`src/rtl/div_unit.sv`:
```
// rtl/div_unit.sv - multi-cycle restoring integer divider for DIV/DIVU
module div_unit #(
  parameter int DATA_W = 32
) (
  input  logic                  clk,
  input  logic                  rst,
  input  logic                  signed_div_i,
  input  logic [DATA_W-1:0]     opdata1_i,
  input  logic [DATA_W-1:0]     opdata2_i,
  input  logic                  start_i,
  input  logic                  annul_i,
  output logic [2*DATA_W-1:0]   result_o,
  output logic                  ready_o
);

  localparam int CNT_W = $clog2(DATA_W + 1);
  localparam logic [CNT_W-1:0] CNT_DONE = CNT_W'(DATA_W);

  typedef enum logic [1:0] {FREE, BY_ZERO, ON, END} state_t;

  state_t              state_q, state_d;
  logic [CNT_W-1:0]    cnt_q, cnt_d;
  logic [DATA_W-1:0]   dvd_q, dvd_d;
  logic [DATA_W-1:0]   dvs_q, dvs_d;
  logic [DATA_W-1:0]   rem_q, rem_d;
  logic                sgn_q, sgn_d;
  logic                s1_q, s1_d;
  logic                s2_q, s2_d;
  logic [2*DATA_W-1:0] result_d;
  logic                ready_d;

  logic [DATA_W:0]     shifted;
  logic                q_bit;
  logic [DATA_W-1:0]   diff;
  logic [DATA_W-1:0]   abs1, abs2;
  logic [DATA_W-1:0]   quot_fix, rem_fix;

  // Partial remainder with the next dividend bit shifted in; may need DATA_W+1 bits
  // when the divisor is above 2^(DATA_W-1).
  assign shifted = {rem_q, dvd_q[DATA_W-1]};
  assign q_bit   = (shifted >= {1'b0, dvs_q});
  // The true difference is below the divisor whenever q_bit is set, so DATA_W bits hold it.
  assign diff    = shifted[DATA_W-1:0] - dvs_q;

  assign abs1 = (signed_div_i && opdata1_i[DATA_W-1]) ? -opdata1_i : opdata1_i;
  assign abs2 = (signed_div_i && opdata2_i[DATA_W-1]) ? -opdata2_i : opdata2_i;

  assign quot_fix = (sgn_q && (s1_q ^ s2_q)) ? -dvd_q : dvd_q;
  assign rem_fix  = (sgn_q && s1_q) ? -rem_q : rem_q;

  always_comb begin
    state_d  = state_q;
    cnt_d    = cnt_q;
    dvd_d    = dvd_q;
    dvs_d    = dvs_q;
    rem_d    = rem_q;
    sgn_d    = sgn_q;
    s1_d     = s1_q;
    s2_d     = s2_q;
    result_d = '0;
    ready_d  = 1'b0;
    case (state_q)
      FREE: begin
        if (start_i && !annul_i) begin
          if (opdata2_i == '0) begin
            state_d = BY_ZERO;
          end else begin
            state_d = ON;
            cnt_d   = '0;
            dvd_d   = abs1;
            dvs_d   = abs2;
            rem_d   = '0;
            sgn_d   = signed_div_i;
            s1_d    = opdata1_i[DATA_W-1];
            s2_d    = opdata2_i[DATA_W-1];
          end
        end
      end
      // The zero result is published from END, one edge after entering it.
      BY_ZERO: state_d = END;
      ON: begin
        if (annul_i || !start_i) begin
          state_d = FREE;
        end else if (cnt_q != CNT_DONE) begin
          // Dividend register doubles as the quotient: bits leave the top, quotient bits enter the bottom.
          dvd_d = {dvd_q[DATA_W-2:0], q_bit};
          rem_d = q_bit ? diff : shifted[DATA_W-1:0];
          cnt_d = cnt_q + CNT_W'(1);
        end else begin
          state_d  = END;
          result_d = {rem_fix, quot_fix};
          ready_d  = 1'b1;
        end
      end
      END: begin
        if (start_i) begin
          result_d = result_o;
          ready_d  = 1'b1;
        end else begin
          state_d = FREE;
        end
      end
      default: state_d = FREE;
    endcase
  end

  always_ff @(posedge clk) begin
    if (rst) begin
      state_q  <= FREE;
      cnt_q    <= '0;
      dvd_q    <= '0;
      dvs_q    <= '0;
      rem_q    <= '0;
      sgn_q    <= 1'b0;
      s1_q     <= 1'b0;
      s2_q     <= 1'b0;
      result_o <= '0;
      ready_o  <= 1'b0;
    end else begin
      state_q  <= state_d;
      cnt_q    <= cnt_d;
      dvd_q    <= dvd_d;
      dvs_q    <= dvs_d;
      rem_q    <= rem_d;
      sgn_q    <= sgn_d;
      s1_q     <= s1_d;
      s2_q     <= s2_d;
      result_o <= result_d;
      ready_o  <= ready_d;
    end
  end

endmodule

```
`config.mk`:
```
export PLATFORM = sky130hd
export DESIGN_NAME = div_unit
export DESIGN_NICKNAME = d
export VERILOG_FILES = /design/src/rtl/div_unit.sv
export SDC_FILE = /design/constraint.sdc
export NUM_CORES = 1
export LEC_CHECK = 0
export CAP_MARGIN = 20
export CELL_PAD_IN_SITES_DETAIL_PLACEMENT = 0
export CELL_PAD_IN_SITES_GLOBAL_PLACEMENT = 1
export CORE_AREA = 4 4 167 169
export DETAILED_ROUTE_END_ITERATION = 10
export DIE_AREA = 0 0 171 173
export GPL_TIMING_DRIVEN = 0
export PLACE_DENSITY = 0.77
export SLEW_MARGIN = 20
export SYNTH_ARGS = -nofsm -noshare
export SYNTH_HDL_FRONTEND = slang
export SYNTH_SLANG_ARGS = --single-unit
```
`constraint.sdc`:
```
create_clock -name clk -period 3.85 [get_ports clk]
set_clock_uncertainty 0.2 [all_clocks]
set_input_delay 1.155 -clock clk [delete_from_list [all_inputs] [get_ports clk]]
set_output_delay 1.155 -clock clk [all_outputs]
set_load 0.03 [all_outputs]
```
==> results of run 1 <==
[routing by layer]
layer | up-vias | global-route usage [%]
met5 | - | 0
met4 | 0 | 3.40
met3 | 23 | 3.41
met2 | 337 | 33.5
met1 | 4988 | 36.2
li1 | 5344 | -
[repair_timing]
action	4_1_cts	5_1_grt
hold buffers	0	0
pin swaps	2	0
endpoints found under the hold margin	0	0
resized for setup	6	23
setup buffers	2	0
endpoints found under the setup margin	52	85
[worst min-delay path, stage by stage, from the launching register on]
cell and delay [ns]:
dfxtp_1 0.31, nand2b_1 0.06, a21oi_1 0.05
[worst paths after layout]
check | start | end | slack, ns | cells past startpoint
max | opdata2_i[12] | dvd_q[29] | 0.12 | 11
max reg2reg | rem_q[5] | rem_q[23] | 0.24 | 12
min reg2reg | dvs_q[31] | dvs_q[31] | 0.27 | 2
min | dvs_q[31] | dvs_q[31] | 0.27 | 2
[cells in the final DEF, fill, tap and decap left out, types with 60 or more instances in the layout]
master | synthesis | layout
clkdlybuf4s50_1 | 0 | 130
dfxtp_1 | 172 | 172
xnor2_1 | 78 | 78
a21oi_1 | 114 | 114
nor2_1 | 210 | 208
o21ai_0 | 60 | 60
clkbuf_1 | 74 | 73
nand2_1 | 77 | 77
xor2_1 | 69 | 69
a211oi_1 | 62 | 62
[where the power goes]
part / total, W / switching (W) / internal, W / leakage, nW
clock: 0.00167 / 0.000819 / 0.000851 / 0.258
sequential: 0.00187 / 0.0000467 / 0.00183 / 1.39
combinational: 0.000906 / 0.000550 / 0.000356 / 3.41
total: 0.00445 / 0.00141 / 0.00303 / 5.07
[layout make-up]
class                      count  share of cell area [%]
buffer                        94                    3.29
clock buffer                  18                    3.21
clock inverter                14                   0.953
inverter                      59                    1.65
multi-input combinational   1067                    52.0
sequential                   172                    25.7
tap                          341                    3.19
timing repair buffer         134                    10.0
[stage by stage]
stage	setup WS (ns)	utilization [%]	power, W	hold slack (ns)
3_5_place_dp	-0.709	47.8	0.00280	0.263
2_1_floorplan	0.399	-	0.00250	0.246
4_1_cts	0.0207	50.1	0.00445	0.275
5_1_grt	0.00129	50.4	0.00465	0.289
6_report	0.118	50.4	0.00445	0.272
3_3_place_gp	-0.639	47.8	0.00279	0.247
[state kept, by name (all words and copies together) (netlist names)]
signal and cells:
ready_o 1, sgn_q 1, state_q 2, rem_q 32
cnt_q 6, s1_q 1, result_o 64, dvd_q 32
s2_q 1, dvs_q 32
[kinds of logic (layout without fill, tap and decap cells)]
logic type	count (synthesis)	count (layout)
AOI/OAI and AO/OA	422	422
xor gates and xnor gates	147	147
adders and majority gates	39	39
buffers and inverters	153	319
DFF	172	172
muxes	16	16
and+or+nand+nor	443	443
==> impl_metrics.toml, run 1 <==
[run_status]
status = "complete, no violations"

[timing]
setup_tns_ns = 0
grt_setup_unrepaired = "no"
worstMarginPinSlew_ns = 0.974
finalSetupViolations = 0
fmax_mhz = 268
period_share_pct = 96.9
final_max_slew_viol_count = 0
finalCriticalPeriod_ns = 3.73
finalHoldViolCount = 0
max_slew_margin_pct = 34.5

[detailed_routing]
drc = 0
highest_layer = "met4"
wl_met2_um = 14500
drt_iter0_drc = 759
wl_met3_um = 2070
drt_pass1_iterations = 6
ant_nets = 0
wl_met1_um = 17500
viasPerCell = 5.63
wire_per_inst_um = 18.1
drt_wl_total_um = 34400
num_vias = 10692

[layout]
areaGrowthSynthToFinish_pct = 22.1
n_antenna_cell = 0
fin_cells = 1899
nets = 1653
nFillCells = 2677
regArea_mm2 = 0.00344
final_cell_area_mm2 = 0.0134
drive_gt1_share_pct = 5.07
multi_input_area_mm2 = 0.00696

[global_route]
grt_overflow_total = 0
antenna_found_initial = 0
track_usage_pct = 22.9
grt_max_degree = 18
grt_pass1_wl_um = 54500
grt_pass1_vias = 9661

[die]
die_area_mm2 = 0.0296
start_util_pct = 41.3
core_region_area_mm2 = 0.0266
die_w_um = 171
die_h_um = 173
ios = 134
row_count = 60

[synth]
ys_ff_latch = 172
synthSimpleGateAreaFrac_pct = 18.8
synth_compound_area_share_pct = 26.3
synthArstFlopShare_pct = 0
syn_avg_cell_area_um2 = 7.88
synth_top_area_share_pct = 31.4
synth_seq_area_share_pct = 31.4
yosysUniqueCellTypes = 69
synth_top_family_by_area = "compound AO/OA/AOI/OAI gates"
synth_area_leaders = "dfxtp_1 31%, nor2_1 7.2%, xnor2_1 6.2%"
synth_area_mm2 = 0.0110
synth-xor-area-share_pct = 11.7
synth_edf_count = 0
synth_common_cells = "210 x nor2_1, 172 x dfxtp_1, 114 x a21oi_1, 78 x xnor2_1, 77 x nand2_1"
synth_nets = 1500
yosysWarningCount = 0
yosysTopAreaCell = "dfxtp_1"
synthFlopType = "dfxtp_1"
synth_cells = 1392
muxShareOfSynthArea_pct = 1.46
yosysMostFrequentCell = "nor2_1"
synth_adder_area_share_pct = 4.52

[cts]
cts_buffers = 17
cts_sinks = 172
cts_buffer_depth = 2
clkLatencyLatePin_ns = 0.43
htree_num_levels = 4
cts_tree = "yes"
clk_root_buffer_cell = "clkbuf_16"
clk_pin_slew_ns = 0.07

[worst_setup_path]
critPathSlowestCell = "or4_4"
critPathBufInv = 3
crit_arrival_ns = 3.83
critPathLaunchType = "primary input"
worst_path_largest_cell_delay_ns = 0.51
critPathRequiredTime_ns = 3.95
setup.worst_path.class = "in2reg"
cp-end-kind = "flop"
crit_family = "simple AND/OR/NAND/NOR gates"
worstPathCellList = "clkdlybuf4s50_1 > or4_4 > or3_4 > nor4_4 > and4_4 > a2111o_1 > buf_4 > buf_6 > a211oi_1 > a21oi_1 > nor2_1"
path_max_fanout = 10

[placement]
dp.cells = 1865
dpl_cell_area_mm2 = 0.0127
io_buffers = 132
dp_hpwl_um = 27800
place_congestion = 0.881

[worst_hold_path]
hold_class = "reg2reg"

[power]
power.density_mw_per_mm2 = 332
ir_drop_v = 0.000243
power.leakage_nw = 5.07

[job]
maxCapViolCount = 0
Power figures use the tool's default switching activity.
==> inputs of run 2 (changes only) <==
SLEW_MARGIN = unset   (was 20)
==> results of run 2 <==
No change in the layout: final DEF, timing and power equal those of run 1.
==> inputs of run 3 (changes only) <==
CORE_AREA = 4 4 165 167   (was 4 4 167 169)
CTS_BUF_LIST = sky130_fd_sc_hd__clkbuf_8   (was unset)
DIE_AREA = 0 0 169 171   (was 0 0 171 173)
PLACE_DENSITY = 0.79   (was 0.77)
==> run 3 against run 2 <==
Effect of this change:
- register-to-register slack gained 0.03 ns
- final cell count shrank 0.32%
- worst setup slack lost 0.032 ns
- first-iteration DRC count grew 13%
- die area shrank 2.3%
- design area shrank 1.2%
- sequential cell count is the same
- largest power group unchanged
==> impl_metrics.toml, run 3 (synthesis results as in run 1) <==
[power]
total_power_w = 0.00415
p_int_w = 0.00279
swShare_pct = 32.8
switchingPower_w = 0.00136
sequentialPowerShare_pct = 45.2
power.density_mw_per_mm2 = 314
clkPwrFrac_pct = 32.8
power.leakage_nw = 5.00
ir_drop_v = 0.000212
p_comb_share_pct = 22.0

[worst_setup_path]
r2r_start = "rem_q[5]"
setup.worst_path.class = "in2reg"
cp-endpoint = "dvd_q[17]"
critPathRequiredTime_ns = 4.01
r2r_cells = 12
startpoint = "opdata2_i[11]"
r2r_setup_slack_ns = 0.27
cp-end-kind = "flop"
r2r-end = "rem_q[18]"
path_max_fanout = 10
crit_arrival_ns = 3.93
critPathLaunchType = "primary input"

[timing]
finalCriticalPeriod_ns = 3.76
grt_setup_unrepaired = "yes"
worstMarginPinSlew_ns = 1.19
final_max_slew_viol_count = 0
period_share_pct = 97.8
max_slew_margin_pct = 19.9
fmax_mhz = 266
finalHoldViolCount = 0
finalSetupViolations = 0

[detailed_routing]
drt_wl_total_um = 35400
num_vias = 10796
viasPerCell = 5.70
drt_iter0_drc = 854
drc = 0
drt_pass1_iterations = 5
wire_per_inst_um = 18.7
ant_nets = 0

[cts]
cts_sinks = 172
cts_tree = "yes"
cts_buffer_depth = 2
cts_buffers = 17
htree_num_levels = 4
clk_pin_slew_ns = 0.11
cts_hold_buf = 0
clkLatencyLatePin_ns = 0.47
clk_root_buffer_cell = "clkbuf_8"

[layout]
n_antenna_cell = 0
largest-register = "result_o"
nFillCells = 2541
drive_gt1_share_pct = 4.94
final_common_cell = "nor2_1"
largest_reg_flops = 64
areaGrowthSynthToFinish_pct = 20.7
nets = 1653
layout_common_cells = "209 x nor2_1, 172 x dfxtp_1, 131 x clkdlybuf4s50_1, 114 x a21oi_1, 78 x xnor2_1"
fin_util_pct = 51.4

[job]
maxCapViolCount = 0

[global_route]
grt_pass1_vias = 9857
grt_max_degree = 18
grt_overflow_total = 0
grt_pass1_wl_um = 55500
antenna_found_initial = 0
track_usage_pct = 24.0

[die]
die_w_um = 169
die_h_um = 171
core_region_area_mm2 = 0.0258
row_count = 59
die_area_mm2 = 0.0289
start_util_pct = 42.6
ios = 134

[worst_hold_path]
hold_class = "reg2reg"

[run_status]
status = "complete, no violations"

[placement]
place_congestion = 0.886
io_buffers = 132
dp_hpwl_um = 28000
## run 3: worst max-delay path, stage by stage
cell and delay, ns:
clkdlybuf4s50_1 0.47, or4_4 0.55, or3_4 0.38, nor4_4 0.33, and4_4 0.28, a2111o_1 0.11, buf_4 0.17, buf_4 0.19
a211oi_1 0.07, a21oi_1 0.15, nor2_1 0.05
## run 3: power groups by stage
stage | clock network (W) | registers (W) | logic (W)
finish | 0.00136 | 0.00187 | 0.000914
global route | 0.00144 | 0.00188 | 0.00101
global placement | 0 | 0.00191 | 0.000884
floorplan | 0 | 0.00190 | 0.000597
detailed placement | 0 | 0.00191 | 0.000887
CTS | 0.00138 | 0.00187 | 0.000895
## run 3: per-layer routing
| layer | track usage, % | wire [µm] |
|---|---|---|
| met1 | 35.8 | 17400 |
| met2 | 36.7 | 15400 |
| met3 | 3.40 | 2110 |
| met4 | 5.22 | 468 |
| met5 | 0 | 0 |
## run 3: area by class of cell
type                            count  area (µm²)  share of cell area [%]
Multi-Input combinational cell   1067        6950                    52.5
Buffer                             94         442                    3.34
Timing Repair Buffer              134        1340                    10.1
Sequential cell                   172        3440                    26.0
Clock buffer                       17         234                    1.77
Inverter                           59         221                    1.67
Clock inverter                     15         185                    1.40
Tap cell                          335         419                    3.17
## run 3: worst min-delay path by stage
stage                              end  cells after the start  slack, ns          from
after CTS                    dvs_q[31]                      2       0.28     dvs_q[31]
after detailed placement  result_o[24]                      2       0.27  result_o[24]
after global placement    result_o[24]                      2       0.25  result_o[24]
final                        dvs_q[31]                      2       0.29     dvs_q[31]
after floorplan              dvs_q[31]                      2       0.25     dvs_q[31]
after global routing      result_o[49]                      1       0.32  result_o[49]
## run 3: what timing repair did
item,in CTS,in global routing
setup buffers,0,2
hold endpoints to repair,0,0
gates resized for setup,6,18
endpoints found under the setup margin,50,68
pin swaps,0,3
## run 3: through the flow
stage	hold slack (ns)	setup WS [ns]	area, µm²	TNS [ns]	std cells
5_1_grt	0.315	-0.0106	13200	-0.0172	1893
4_1_cts	0.285	0.0209	13200	0	1891
3_5_place_dp	0.265	-0.671	12700	-54.45	1859
2_1_floorplan	0.246	0.399	11000	0	1392
3_3_place_gp	0.253	-0.687	12700	-55.45	1859
6_report	0.286	0.0857	13200	0	1893
